===== src/rtl/updn_cnt_pkg.sv =====
// Shared types and helpers for the parametrised up/down counter.
//   cnt_op_e : decoded per-cycle operation (hold, step up, step down, load)
//   clamp()  : limit a value to [lo, hi]; used on load_val before it is written
package updn_cnt_pkg;

  typedef enum logic [1:0] {
    CNT_HOLD,
    CNT_INC,
    CNT_DEC,
    CNT_LOAD
  } cnt_op_e;

  // Operates on 32 bits so one function serves every WIDTH (2..32).
  function automatic logic [31:0] clamp(input logic [31:0] val,
                                        input logic [31:0] lo,
                                        input logic [31:0] hi);
    if (val < lo) begin
      return lo;
    end else if (val > hi) begin
      return hi;
    end else begin
      return val;
    end
  endfunction

endpackage


===== src/rtl/updn_cnt_next.sv =====
// Combinational next-count calculation for updn_counter_param.
// Handles hold / up-step / down-step; loads are resolved in the top level, so
// CNT_LOAD is treated here like a hold.
// Ports:
//   op         in   cnt_op_e      decoded operation
//   count      in   WIDTH         current count register
//   next_count out  WIDTH         count after this operation
//   ovf_n      out  1             up-step crossed MAX_VAL
//   unf_n      out  1             down-step crossed MIN_VAL
module updn_cnt_next
  import updn_cnt_pkg::*;
#(
  parameter int unsigned WIDTH    = 4,
  parameter int unsigned MIN_VAL  = 0,
  parameter int unsigned MAX_VAL  = 32'((64'd1 << WIDTH) - 64'd1),
  parameter int unsigned STEP     = 1,
  parameter bit          MODE_SAT = 1'b0
) (
  input  cnt_op_e          op,
  input  logic [WIDTH-1:0] count,
  output logic [WIDTH-1:0] next_count,
  output logic             ovf_n,
  output logic             unf_n
);

  localparam int unsigned W1 = WIDTH + 1;

  // One extra bit so count+STEP never wraps before the bound comparison.
  localparam logic [W1-1:0]    MaxExt    = W1'(MAX_VAL);
  localparam logic [W1-1:0]    StepExt   = W1'(STEP);
  localparam logic [W1-1:0]    DownLimit = W1'(MIN_VAL) + W1'(STEP);
  localparam logic [WIDTH-1:0] MinC      = WIDTH'(MIN_VAL);
  localparam logic [WIDTH-1:0] MaxC      = WIDTH'(MAX_VAL);

  logic [W1-1:0] count_ext;
  logic [W1-1:0] up_sum;
  logic [W1-1:0] down_diff;

  assign count_ext = {1'b0, count};
  assign up_sum    = count_ext + StepExt;
  assign down_diff = count_ext - StepExt;

  always_comb begin
    next_count = count;
    ovf_n      = 1'b0;
    unf_n      = 1'b0;
    case (op)
      CNT_INC: begin
        if (up_sum <= MaxExt) begin
          next_count = up_sum[WIDTH-1:0];
        end else begin
          next_count = MODE_SAT ? MaxC : MinC;
          ovf_n      = 1'b1;
        end
      end
      CNT_DEC: begin
        if (count_ext >= DownLimit) begin
          next_count = down_diff[WIDTH-1:0];
        end else begin
          next_count = MODE_SAT ? MinC : MaxC;
          unf_n      = 1'b1;
        end
      end
      default: begin
        next_count = count;
      end
    endcase
  end

endmodule


===== src/rtl/updn_counter_param.sv =====
// Parametrised up/down counter with wrap or saturate mode, synchronous clamped
// load and terminal-count flags. WIDTH=4, STEP=1, MODE_SAT=0 reproduces the
// earlier 4-bit inc/dec counter.
// Optional feature macro: UPDN_CNT_STICKY_EN adds sticky ovf/unf flags cleared
// by clr_flags (a same-cycle pulse wins over the clear).
// Ports:
//   clk        in   1      clock, rising edge
//   reset      in   1      synchronous, active-high, overrides everything
//   en         in   1      enables inc/dec (load ignores it)
//   inc, dec   in   1      step up / down by STEP; both high = hold
//   load       in   1      write clamp(load_val)
//   load_val   in   WIDTH  value for load
//   clr_flags  in   1      clear sticky flags (ignored without the macro)
//   count      out  WIDTH  registered count
//   at_max     out  1      count == MAX_VAL
//   at_min     out  1      count == MIN_VAL
//   ovf, unf   out  1      one-cycle bound-crossing pulses
//   ovf_sticky, unf_sticky out 1 (UPDN_CNT_STICKY_EN only)
module updn_counter_param
  import updn_cnt_pkg::*;
#(
  parameter int unsigned WIDTH    = 4,
  parameter int unsigned MIN_VAL  = 0,
  parameter int unsigned MAX_VAL  = 32'((64'd1 << WIDTH) - 64'd1),
  parameter int unsigned STEP     = 1,
  parameter bit          MODE_SAT = 1'b0
) (
  input  logic             clk,
  input  logic             reset,
  input  logic             en,
  input  logic             inc,
  input  logic             dec,
  input  logic             load,
  input  logic [WIDTH-1:0] load_val,
  input  logic             clr_flags,
  output logic [WIDTH-1:0] count,
  output logic             at_max,
  output logic             at_min,
  output logic             ovf,
`ifdef UPDN_CNT_STICKY_EN
  output logic             unf,
  output logic             ovf_sticky,
  output logic             unf_sticky
`else
  output logic             unf
`endif
);

  localparam logic [WIDTH-1:0] MinC = WIDTH'(MIN_VAL);
  localparam logic [WIDTH-1:0] MaxC = WIDTH'(MAX_VAL);

  cnt_op_e          op;
  logic [WIDTH-1:0] count_q, count_d;
  logic             ovf_q, ovf_d;
  logic             unf_q, unf_d;
  logic [WIDTH-1:0] step_count;
  logic             step_ovf, step_unf;
  logic [WIDTH-1:0] load_clamped;

  // Operation decode: load > enabled single-direction step > hold.
  always_comb begin
    op = CNT_HOLD;
    if (load) begin
      op = CNT_LOAD;
    end else if (en && (inc ^ dec)) begin
      op = inc ? CNT_INC : CNT_DEC;
    end
  end

  updn_cnt_next #(
    .WIDTH    (WIDTH),
    .MIN_VAL  (MIN_VAL),
    .MAX_VAL  (MAX_VAL),
    .STEP     (STEP),
    .MODE_SAT (MODE_SAT)
  ) u_next (
    .op         (op),
    .count      (count_q),
    .next_count (step_count),
    .ovf_n      (step_ovf),
    .unf_n      (step_unf)
  );

  assign load_clamped = WIDTH'(clamp(32'(load_val), MIN_VAL, MAX_VAL));

  always_comb begin
    count_d = step_count;
    ovf_d   = step_ovf;
    unf_d   = step_unf;
    if (op == CNT_LOAD) begin
      count_d = load_clamped;
      ovf_d   = 1'b0;
      unf_d   = 1'b0;
    end
  end

  always_ff @(posedge clk) begin
    if (reset) begin
      count_q <= MinC;
      ovf_q   <= 1'b0;
      unf_q   <= 1'b0;
    end else begin
      count_q <= count_d;
      ovf_q   <= ovf_d;
      unf_q   <= unf_d;
    end
  end

  assign count  = count_q;
  assign at_max = (count_q == MaxC);
  assign at_min = (count_q == MinC);
  assign ovf    = ovf_q;
  assign unf    = unf_q;

`ifdef UPDN_CNT_STICKY_EN
  logic ovf_sticky_q, ovf_sticky_d;
  logic unf_sticky_q, unf_sticky_d;

  // Set is taken from the next-state pulse so the sticky flag rises together
  // with ovf/unf; set beats a coincident clear.
  always_comb begin
    ovf_sticky_d = ovf_d | (ovf_sticky_q & ~clr_flags);
    unf_sticky_d = unf_d | (unf_sticky_q & ~clr_flags);
  end

  always_ff @(posedge clk) begin
    if (reset) begin
      ovf_sticky_q <= 1'b0;
      unf_sticky_q <= 1'b0;
    end else begin
      ovf_sticky_q <= ovf_sticky_d;
      unf_sticky_q <= unf_sticky_d;
    end
  end

  assign ovf_sticky = ovf_sticky_q;
  assign unf_sticky = unf_sticky_q;
`else
  logic clr_flags_unused;
  assign clr_flags_unused = clr_flags;
`endif

endmodule


===== config.mk =====
export PLATFORM = sky130hd
export DESIGN_NAME = updn_counter_param
export DESIGN_NICKNAME = d
export VERILOG_FILES = /design/src/rtl/updn_cnt_pkg.sv /design/src/rtl/updn_cnt_next.sv /design/src/rtl/updn_counter_param.sv
export SDC_FILE = /design/constraint.sdc
export NUM_CORES = 1
export LEC_CHECK = 0
export ABC_AREA = 1
export CAP_MARGIN = 30
export CELL_PAD_IN_SITES_DETAIL_PLACEMENT = 1
export CELL_PAD_IN_SITES_GLOBAL_PLACEMENT = 1
export CORE_MARGIN = 2
export CORE_UTILIZATION = 31
export CTS_CLUSTER_DIAMETER = 60
export DETAILED_ROUTE_END_ITERATION = 10
export GPL_TIMING_DRIVEN = 0
export MAX_ROUTING_LAYER = met4
export PLACE_DENSITY = 0.85
export SLEW_MARGIN = 20
export SYNTH_ARGS = -nofsm -noshare
export SYNTH_HDL_FRONTEND = slang
export SYNTH_SLANG_ARGS = --single-unit
export TNS_END_PERCENT = 10

===== constraint.sdc =====
create_clock -name clk -period 3 [get_ports clk]
set_clock_uncertainty 0.15 [all_clocks]
set_input_delay 0.3 -clock clk [delete_from_list [all_inputs] [get_ports clk]]
set_output_delay 0.3 -clock clk [all_outputs]
set_load 0.01 [all_outputs]

==> results of run 1 <==
final timing paths:
check	from	to	slack (ns)	depth (start not counted)
worst max-delay path	count[0]	at_max	0.82	4
worst min-delay path	load	ovf	0.22	2
worst max register to register	count[0]	count[0]	1.09	11
worst min register to register	count[3]	count[3]	0.36	2
layer usage:
| metal | GRT usage | share of wire | vias up |
|---|---|---|---|
| li1 | - | - | 318 |
| met1 | 0.191 | 0.46 | 280 |
| met2 | 0.269 | 0.49 | 15 |
| met3 | 0.0706 | 0.045 | 0 |
| met4 | 0.0171 | 0 | 0 |
| met5 | - | 0 | - |
state kept, by name, indices dropped and copies added, names as in the netlist:
register / cells
count: 4
ovf: 1
unf: 1
kinds of logic after synthesis:
kind of cell | after synthesis | synth area share
AOI/OAI and AO/OA | 13 | 0.130
xor gates and xnor gates | 1 | 0.0159
adders and majority gates | 5 | 0.114
buffers and inverters | 15 | 0.105
DFF | 6 | 0.218
and+or+nand+nor | 49 | 0.418
cell type report:
type / instances / share of cell area
multi-input cells: 68 / 0.494
repair buffers: 16 / 0.212
flip-flops and latches: 6 / 0.159
inverters: 14 / 0.0697
clock buffers: 3 / 0.0299
well taps: 17 / 0.0282
plain buffers: 1 / 0.00663
Yosys cell counts (all sizes together):
master	n
a211oi	1
a21oi	5
buf	1
dfxtp	6
ha	5
inv	14
nand2	26
nand3	4
nand4	2
nor2	13
nor4	2
o21ai	7
or2	2
xnor2	1
where the power goes:
group	switching, mW	internal, mW	total, mW
combinational	0.0507	0.0441	0.0948
clock	0.0310	0.0454	0.0763
sequential	0.00889	0.0846	0.0935
cell usage in the layout, fill, tap and decap left out:
cell type	count
clkdlybuf4s50_1	16
o21ai_1	4
o21ai_0	3
nand3_1	3
nand2_2	2
nand4_1	2
a21oi_1	4
ha_1	5
nor2_4	1
xnor2_1	1
nor2_1	11
inv_2	4
clkbuf_4	3
buf_2	1
nor4_2	1
nor4_1	1
a21oi_2	1
or2_2	1
a211oi_1	1
inv_1	10
or2_1	1
nand3_2	1
nor2_2	1
nand2_1	24
dfxtp_1	6
stage by stage:
step	hold WS (ns)	setup slack, ns	power [mW]
final	0.224	0.824	0.265
after global routing	0.235	0.674	0.283
after CTS	0.221	0.782	0.269
after detailed placement	0.355	1.06	0.190
after global placement	0.343	1.09	0.187
after floorplan	0.212	1.27	0.150
==> flow_summary.toml, run 1 <==
[status]
status = "completed"

[logic_synthesis]
yosysTopAreaCellShare = 0.218
synth_nets = 105
ys.warnings.count = 0
synth_cells = 89
ys_seq_elements = 6
synth-seq-area-share = 0.218
ys_types = 23
ys_top_cells_by_area = "dfxtp_1, nand2_1, ha_1"
netlist_area_um2 = 551
syn_area_per_cell_um2 = 6.19
yosysTopAreaCell = "dfxtp_1"

[critical_path]
crit_type = "reg2out"
critPathMaxFanout = 9
path_cells = "ha_1 > nand2_1 > nor2_1 > clkdlybuf4s50_1"
critPathMaxStageDelay_ns = 0.55
setup.worst_path.start_class = "register"
critPathSlowestCell = "clkdlybuf4s50_1"
arrival_ns = 1.73
path_delay_family = "buffers and inverters"
cp.required_ns = 2.55
worstSetupEndpointType = "output pin"
crit_buf_inv = 1

[routing]
dr.pass1.iters = 3
final_antenna_net_count = 0
drt_wl_total_um = 1510
vias = 613
drt-initial-drc-count = 3
routedWlPerCell_um = 12.1
drcViolationCount = 0
vias_per_cell = 4.90

[place]
place_congestion = 0.771
dp_cells = 122
placedInstanceArea_um2 = 732
io_buffers = 16
place_hpwl_um = 1210

[layout]
multiInputGateArea_um2 = 373
drive_gt1_frac = 0.148
finalInstanceArea_um2 = 754
antenna_cells = 0
fillers = 234
nets = 126
register_area_um2 = 120
post-route-util = 0.447
final_cell_count_no_fill = 125
syn_to_final_growth_pct = 37.0

[sta]
post-route-period-util = 0.725
setup_violations = 0
slew_headroom = 0.789
timing_hold_violations_final = 0
fmax_mhz = 459
fin_setup_tns_ns = 0
period_minus_slack_ns = 2.18
slew_viol_final = 0
rsz0062_at_grt = "no"
worst_slew_pin_slew_ns = 0.315

[clocking]
cts_root_buffer = "clkbuf_4"
cts_max_level = 1
clock_path_buffers = 2
insertion_delay_ns = 0.25
ctsResizeCount = 0
cts_setup_buffers = 0
cts_inserted_buffers = 3
cts_tree = "yes"
cts_hold_buf = 0
clock_sink_count = 6
clk_pin_slew_ns = 0.05

[floorplan]
die_h_um = 46.1
start_util = 0.326
fp-row-count = 15
die_x_um = 46.1
num_io_pins = 19
dieArea_um2 = 2130
core_um2 = 1690

[power]
pwr_density_cell_nw_per_um2 = 351
leakage_nw = 0.337
ir_drop_mv = 0.268

[grt]
grt_pass1_vias = 587
grt_max_degree = 10
antenna_found_initial = 0
grt_pass1_wl_um = 2420
gr-total-overflow = 0
grtUsageTotal = 0.164

[job]
max_cap_viol_count = 0

[min_path]
hold_path.class = "in2reg"
(Power assumes the default switching activity.)
==> inputs of run 2 (changes only) <==
--- a/config.mk
+++ b/config.mk
@@ -10,12 +10,12 @@
 export CELL_PAD_IN_SITES_DETAIL_PLACEMENT = 1
 export CELL_PAD_IN_SITES_GLOBAL_PLACEMENT = 1
 export CORE_MARGIN = 2
-export CORE_UTILIZATION = 31
+export CORE_UTILIZATION = 26
 export CTS_CLUSTER_DIAMETER = 60
 export DETAILED_ROUTE_END_ITERATION = 10
 export GPL_TIMING_DRIVEN = 0
 export MAX_ROUTING_LAYER = met4
-export PLACE_DENSITY = 0.85
+export PLACE_DENSITY = 0.77
 export SLEW_MARGIN = 20
 export SYNTH_ARGS = -nofsm -noshare
 export SYNTH_HDL_FRONTEND = slang
==> constraint.sdc (replaced) <==
create_clock -name clk -period 1.9 [get_ports clk]
set_clock_uncertainty 0.15 [all_clocks]
set_input_delay 0.19 -clock clk [delete_from_list [all_inputs] [get_ports clk]]
set_output_delay 0.19 -clock clk [all_outputs]
set_load 0.01 [all_outputs]
==> run 2 against run 1 <==
Hold slack worse by 0.10 ns. Cell area grew 2.0%. Via count up 2.3%. Final cell count rose by 8.0%. Global-route usage shrank 2.0 points. Sequential power grew 58%. Setup slack worse by 0.65 ns.
==> flow_summary.toml, run 2 (synthesis gave the netlist of run 1 again) <==
[status]
status = "completed"

[layout]
antenna_cells = 0
final_common_cell = "nand2_1"
drive_gt1_frac = 0.167
syn_to_final_growth_pct = 39.8
final_cell_mix = "nand2_1, clkdlybuf4s50_1, nor2_1"
fillers = 262
nets = 126
post-route-util = 0.388
largest_reg_flops = 4

[sta]
post-route-period-util = 0.910
worst_slew_pin_slew_ns = 0.310
slew_headroom = 0.793
slew_viol_final = 0
period_minus_slack_ns = 1.73
rsz0062_at_grt = "no"
timing_hold_violations_final = 0
fin_setup_tns_ns = 0
hold_ws_ns = 0.121
fmax_mhz = 579
setup_violations = 0

[floorplan]
num_io_pins = 19
core_um2 = 1980
die_x_um = 50.0
start_util = 0.278
fp-row-count = 16
dieArea_um2 = 2500
die_h_um = 50.0

[clocking]
clk_pin_slew_ns = 0.05
cts_inserted_buffers = 3
cts_max_level = 1
clock_path_buffers = 2
cts_hold_buf = 0
insertion_delay_ns = 0.24
cts_root_buffer = "clkbuf_4"
clock_sink_count = 6
cts_tree = "yes"
ctsResizeCount = 5
cts_setup_buffers = 0

[critical_path]
cp.required_ns = 1.88
worstSetupStartpoint = "count[0]"
regToRegSetupSlack_ns = 0.17
arrival_ns = 1.71
critPathMaxFanout = 9
worstSetupEndpointType = "register"
setup.worst_path.start_class = "register"
r2r_start = "count[0]"
crit_type = "reg2reg"

[grt]
grt_pass1_vias = 656
grt_pass1_wl_um = 2680
gr-total-overflow = 0
grt_max_degree = 10
grtUsageTotal = 0.144
antenna_found_initial = 0

[routing]
final_antenna_net_count = 0
vias = 627
drcViolationCount = 0
dr.pass1.iters = 2
drt-initial-drc-count = 5
drt_wl_total_um = 1550
routedWlPerCell_um = 11.5
vias_per_cell = 4.64

[place]
place_congestion = 0.783
io_buffers = 16
place_hpwl_um = 1270

[power]
leakage_nw = 0.344
pwr_density_cell_nw_per_um2 = 536
ir_drop_mv = 0.301
power_mw = 0.412

[min_path]
min_from = "load"
hold_path.class = "in2reg"

[job]
max_cap_viol_count = 0
run 2: cell types whose count changed in the layout (fill, tap and decap cells not counted):
cell	previous run	this run
dfxtp_2	0	1
clkdlybuf4s50_1	16	14
dlygate4sd2_1	0	2
dfxtp_1	6	4
dfxtp_4	0	1
run 2: stage by stage:
stage                     setup slack, ns  instance area (µm²)  cells
after floorplan                     0.171                  551     89
after global placement             0.0194                  744    132
after detailed placement          -0.0352                  744    132
after CTS                           0.144                  769    135
after global routing               0.0416                  769    135
final                               0.171                  769    135
run 2: power breakdown:
part	switching, mW	leakage, nW	total (mW)	internal, mW
registers	0.0135	0.0501	0.148	0.134
logic	0.0797	0.280	0.147	0.0675
clock network	0.0460	0.0138	0.117	0.0715
run 2: final timing paths:
check	cells past startpoint	to
max reg2reg	11	count[0]
min reg2reg	2	count[3]
max	11	count[0]
min	2	ovf
run 2: critical path: stages, from the launching register on:
cell	delay, ns
dfxtp_4	0.39
inv_1	0.10
ha_1	0.33
nand2_1	0.08
nor2_2	0.11
nand2_2	0.07
nand2_2	0.08
nand2_1	0.06
nand2_1	0.07
nand2_1	0.05
nand2_1	0.07
a21oi_2	0.05
run 2: cell type report:
type | count | area [µm²] | share of cell area
inverter | 14 | 52.6 | 0.0683
buffer | 1 | 5.00 | 0.00650
multi-input combinational | 68 | 373 | 0.485
sequential | 6 | 125 | 0.163
clock buffer | 3 | 22.5 | 0.0293
timing repair buffer | 16 | 158 | 0.205
tap | 27 | 33.8 | 0.0439
run 2: metal layers:
metal,vias up,global-route usage,share of wire
li1,322,-,-
met3,0,0.0636,0.045
met5,-,-,0
met1,293,0.145,0.42
met2,12,0.257,0.53
met4,0,0.0278,0
==> inputs of run 3 (changes only) <==
--- a/config.mk
+++ b/config.mk
@@ -10,14 +10,15 @@
 export CELL_PAD_IN_SITES_DETAIL_PLACEMENT = 1
 export CELL_PAD_IN_SITES_GLOBAL_PLACEMENT = 1
 export CORE_MARGIN = 2
-export CORE_UTILIZATION = 26
+export CORE_UTILIZATION = 28
 export CTS_CLUSTER_DIAMETER = 60
 export DETAILED_ROUTE_END_ITERATION = 10
 export GPL_TIMING_DRIVEN = 0
 export MAX_ROUTING_LAYER = met4
-export PLACE_DENSITY = 0.77
+export PLACE_DENSITY = 0.78
 export SLEW_MARGIN = 20
 export SYNTH_ARGS = -nofsm -noshare
 export SYNTH_HDL_FRONTEND = slang
+export SYNTH_HIERARCHICAL = 1
 export SYNTH_SLANG_ARGS = --single-unit
 export TNS_END_PERCENT = 10
==> run 3 against run 2 <==
Critical path depth decreased by 8. Combinational power increased by 52%. Flip-flop and latch count unchanged. Final cell count increased by 19%. First-iteration DRC count decreased by 40%. Via count increased by 20%. Cell area increased by 23%. Critical path type is now reg2out.
==> flow_summary.toml, run 3 <==
[routing]
vias_per_cell = 4.69
drt-initial-drc-count = 3
dr.pass1.iters = 3
drt_wl_total_um = 1860
drcViolationCount = 0
vias = 755
final_antenna_net_count = 0
routedWlPerCell_um = 11.6

[sta]
slew_headroom = 0.885
setup_violations = 0
period_minus_slack_ns = 1.83
post-route-period-util = 0.963
timing_hold_violations_final = 0
fmax_mhz = 547
worst_slew_pin_slew_ns = 0.172
slew_viol_final = 0
fin_setup_tns_ns = 0

[place]
placedInstanceArea_um2 = 888
place_hpwl_um = 1480
io_buffers = 17
place_congestion = 0.811

[clocking]
cts_max_level = 1
cts_hold_buf = 0
clock_path_buffers = 2
cts_inserted_buffers = 3
cts_root_buffer = "clkbuf_4"
clk_pin_slew_ns = 0.05
cts_tree = "yes"
clock_sink_count = 6
insertion_delay_ns = 0.26

[min_path]
min_from = "load_val[1]"
hold_path.class = "in2reg"

[floorplan]
die_h_um = 53.4
num_io_pins = 19
die_x_um = 53.4
dieArea_um2 = 2850
core_um2 = 2250
start_util = 0.303
fp-row-count = 17

[power]
leakage_nw = 0.458
power_mw = 0.506
ir_drop_mv = 0.258
sw_frac_of_total = 0.377
p_comb_frac = 0.443
p_int_mw = 0.315
pwr_density_cell_nw_per_um2 = 535
p_seq_frac = 0.304
switchingPower_mw = 0.191
power.share.clock = 0.253

[critical_path]
worstSetupStartpoint = "count[1]"
r2r_start = "count[1]"
critPathMaxFanout = 10
cp.required_ns = 1.56
crit_type = "reg2out"
setup.worst_path.start_class = "register"
arrival_ns = 1.49
worstSetupEndpointType = "output pin"

[layout]
final_cell_mix = "nand2_1, inv_1, nor2_1"
nets = 152
largest_reg_flops = 4
syn_to_final_growth_pct = 38.3
drive_gt1_frac = 0.195
final_common_cell = "nand2_1"
finalInstanceArea_um2 = 945
antenna_cells = 0

[logic_synthesis]
synth_edf_count = 0
synth-seq-area-share = 0.176
yosysTopAreaCellShare = 0.176
netlist_area_um2 = 683
synthArstFlopShare = 0
yosysTopAreaCell = "dfxtp_1"
synth_nets = 130
synth_cells = 113
synth.most_common_cell = "nand2_1"
ys.warnings.count = 6
ys_top_cells_by_count = "nand2_1, inv_1, nor2_1"
syn_area_per_cell_um2 = 6.05
synth_ff_type = "dfxtp_1"
ys_top_cells_by_area = "dfxtp_1, nand2_1, inv_1"
ys_types = 19
ys_seq_elements = 6

[grt]
antenna_found_initial = 0
grtUsageTotal = 0.146
grt_max_degree = 11
grt_pass1_vias = 680
grt_pass1_wl_um = 2880
gr-total-overflow = 0

[job]
max_cap_viol_count = 0

[status]
status = "completed"
-- run 3: routing by layer --
metal	track usage	share of wire	vias to the layer above
li1	-	-	384
met1	0.158	0.41	351
met2	0.263	0.54	16
met3	0.0424	0.034	4
met4	0.0256	0.017	0
met5	-	0	-
-- run 3: area by class of cell --
type,instances,area [µm²]
Buffer,2,22.5
Clock buffer,3,22.5
Fill cell,310,1310
Inverter,24,90.1
Multi-Input combinational cell,81,475
Sequential cell,6,129
Tap cell,28,35.0
Timing Repair Buffer,17,170
-- run 3: path summary, 6_finish.rpt --
| check | cells after the start | to | slack (ns) |
|---|---|---|---|
| worst max-delay path | 3 | at_min | 0.07 |
| worst min-delay path | 5 | count[1] | 0.39 |
| worst max register to register | 11 | count[0] | 0.16 |
| worst min register to register | 4 | count[3] | 0.53 |
-- run 3: what timing repair did --
item                                    4_1_cts  5_1_grt
endpoints found under the hold margin         0        0
gates cloned                                  0        0
endpoints found under the setup margin        6        6
buffers inserted                              0        0
gates resized for setup                       3        5
-- run 3: power by group through the flow --
stage	Sequential (mW)	Combinational (mW)	Clock (mW)
floorplan	0.154	0.134	0
global placement	0.156	0.200	0
detailed placement	0.156	0.209	0
CTS	0.155	0.210	0.132
global route	0.156	0.251	0.140
finish	0.154	0.224	0.128
-- run 3: critical path, cell delays in order, from the launching register on --
cell	delay (ns)
dfxtp_4	0.38
or2_1	0.23
nor2_1	0.08
clkdlybuf4s50_1	0.54
-- run 3: kinds of logic after synthesis --
logic type      count (synthesis)  synth area share
simple gates                   67             0.474
buf+inv                        26             0.165
compound gates                  7            0.0623
fa+ha+maj                       6             0.110
flops                           6             0.176
xor+xnor                        1            0.0128
-- run 3: through the flow --
| stage | instances | setup slack, ns | util | hold WS, ns |
|---|---|---|---|---|
| after detailed placement | 158 | -0.220 | 0.394 | 0.588 |
| final | 161 | 0.0707 | 0.419 | 0.390 |
| after global placement | 158 | -0.180 | 0.394 | 0.585 |
| after floorplan | 113 | 0.109 | - | 0.111 |
| after CTS | 161 | 0.0285 | 0.406 | 0.390 |
| after global routing | 161 | -0.00575 | 0.419 | 0.411 |
==> patch (flow settings as in run 2) <==
Put a register stage on the outputs `at_max` and `at_min`, without a reset. The values now appear one clock later. The other outputs are not delayed to match.
--- a/src/rtl/updn_counter_param.sv
+++ b/src/rtl/updn_counter_param.sv
@@ -107,8 +107,10 @@
   end
 
   assign count  = count_q;
-  assign at_max = (count_q == MaxC);
-  assign at_min = (count_q == MinC);
+  always_ff @(posedge clk) begin
+    at_max <= (count_q == MaxC);
+    at_min <= (count_q == MinC);
+  end
   assign ovf    = ovf_q;
   assign unf    = unf_q;
 
Formal check against the unedited RTL: not equivalent (a bounded check fails within 4 cycles, from zero or initial values and one cycle with reset high).
==> patch against run 2 <==
Sequential share of layout area grew 3.4 points. Core utilization shrank 0.19 points. Sequential cell count grew 2. Fmax shrank 1.8%. Final area grew 11%. Setup slack lost 0.031 ns. Wire length grew 1.9%. Synthesized area grew 10%. Power grew 21%. First-iteration DRC count is the same. Highest routed layer is now met4.
==> patch: results (changes against run 2) <==
metric,value,unit,change
met3WireLength,48,um,-31%
htreeDepth,1,,unchanged
path_clk_slew,0.05,ns,about the same
dr.pass1.iters,3,,+1
nets,121,,-4.0%
synth_ff_type,dfxtp_1,,
pre_cts_ws,-0.152,ns,-0.117 ns
grt_max_degree,10,,unchanged
n_antenna_cell,0,,unchanged
crit_fanout,9,,unchanged
place_congestion,0.811,,+3.6%
postCtsSetupRepairBufs,0,,unchanged
drt-met1-wl,706,um,+7.6%
maxSlewHeadroom,0.824,,+0.0310
synth.area.top_cells,"dfxtp_1 (26%), nand2_1 (10%), ha_1 (10%)",,
hold_path_class,flip-flop to flip-flop,,
hp-start,count[2],,
ys_top_cells_by_count,"nand2_1 (17), dfxtp_1 (8), inv_1 (8)",,
crit_slowest_cell,dfxtp_4,,
via_count,614,,-2.1%
first_global_vias,651,,-0.76%
cts-root-buf,clkbuf_4,,
dr_wl_met2,805,um,-1.9%
grt_use_total,0.141,,-0.00355
met1_usage,0.162,,+0.0174
sw_frac_of_total,0.328,,-0.0101
grt_pass1_wl,2.82,mm,+5.4%
status,completed,,
postRouteWirelength,1.58,mm,+1.9%
yosys.cell_types.count,23,,unchanged
irDropWorstVdd,0.000275,V,-8.6%
slowest_delay,0.42,ns,+0.03 ns
gr-usage-met2,0.248,,-0.00866
cts.path.max_buffers,2,,unchanged
grt_util_met3,0.0171,,-0.0465
cts-buffers-inserted,3,,unchanged
largest_register_ffs,4,,unchanged
cp.arrival,1.74,ns,+0.03 ns
dp_hpwl,1.30,mm,+2.4%
clk-insertion-delay-late,0.25,ns,
mappedNetlistNets,99,,-5.7%
synth_seq_area_share,0.263,,+0.0452
drive_above_1_share,0.223,,+0.0566
antenna_found_initial,0,,unchanged
io_buffer_count,17,,+1
cts_resized,3,,-2
leakage,0.000369,uW,+7.3%
path_class,flip-flop to flip-flop,,
maxUsedRoutingLayer,met4,,
## patch: changes by cell type after synthesis, moves of 2 or more
cell	before	now
nand2_1	24	17
nor2_1	11	7
o21ai_1	4	0
nand3_1	3	6
a21oi_2	1	3
dfxtp_1	6	8
inv_1	10	8
nand3_2	1	3
## patch: worst min-delay path, delay by kind of cell, from the launching register on
family,cells,cell delay [ns]
and+or+nand+nor,1,0.05
DFF,1,0.35
buffers and inverters,1,0.15
## patch: cell families (layout without fill, tap and decap cells)
kind of cell / count (synthesis) / after routing / share of synthesized area
AO/OA/AOI/OAI: 11 / 11 / 0.134
XOR/XNOR: 2 / 2 / 0.0412
adder cells (fa/ha/maj): 5 / 5 / 0.103
buffers and inverters: 14 / 34 / 0.0988
flip-flops: 8 / 8 / 0.263
AND/OR/NAND/NOR: 43 / 43 / 0.360
## patch: cell type report
type / instances / area [um^2]
fill: 286 / 1360
timing repair buffer: 17 / 170
multi-input combinational: 61 / 399
sequential: 8 / 168
inverter: 13 / 48.8
tap: 28 / 35.0
clock buffer: 3 / 22.5
buffer: 1 / 11.3
## patch: stage by stage
step	std cells	util	area (um^2)	total power [uW]
detailed placement	128	0.368	813	371
floorplan	83	-	608	298
global route	131	0.386	855	536
global placement	128	0.368	813	365
CTS	131	0.381	843	501
finish	131	0.386	855	499
## patch: power groups by stage
stage               registers (uW)  clock network [uW]  logic [uW]
floorplan                      201                   0        97.6
global placement               199                   0         166
detailed placement             200                   0         171
CTS                            198                 130         173
global route                   200                 140         196
finish                         198                 125         176
## patch: worst paths after layout
path | slack, ns | to | cells after the start
hold reg to reg | 0.45 | at_min | 2
setup / recovery | 0.14 | count[2] | 9
setup reg to reg | 0.14 | count[2] | 9
hold / removal | 0.45 | at_min | 2
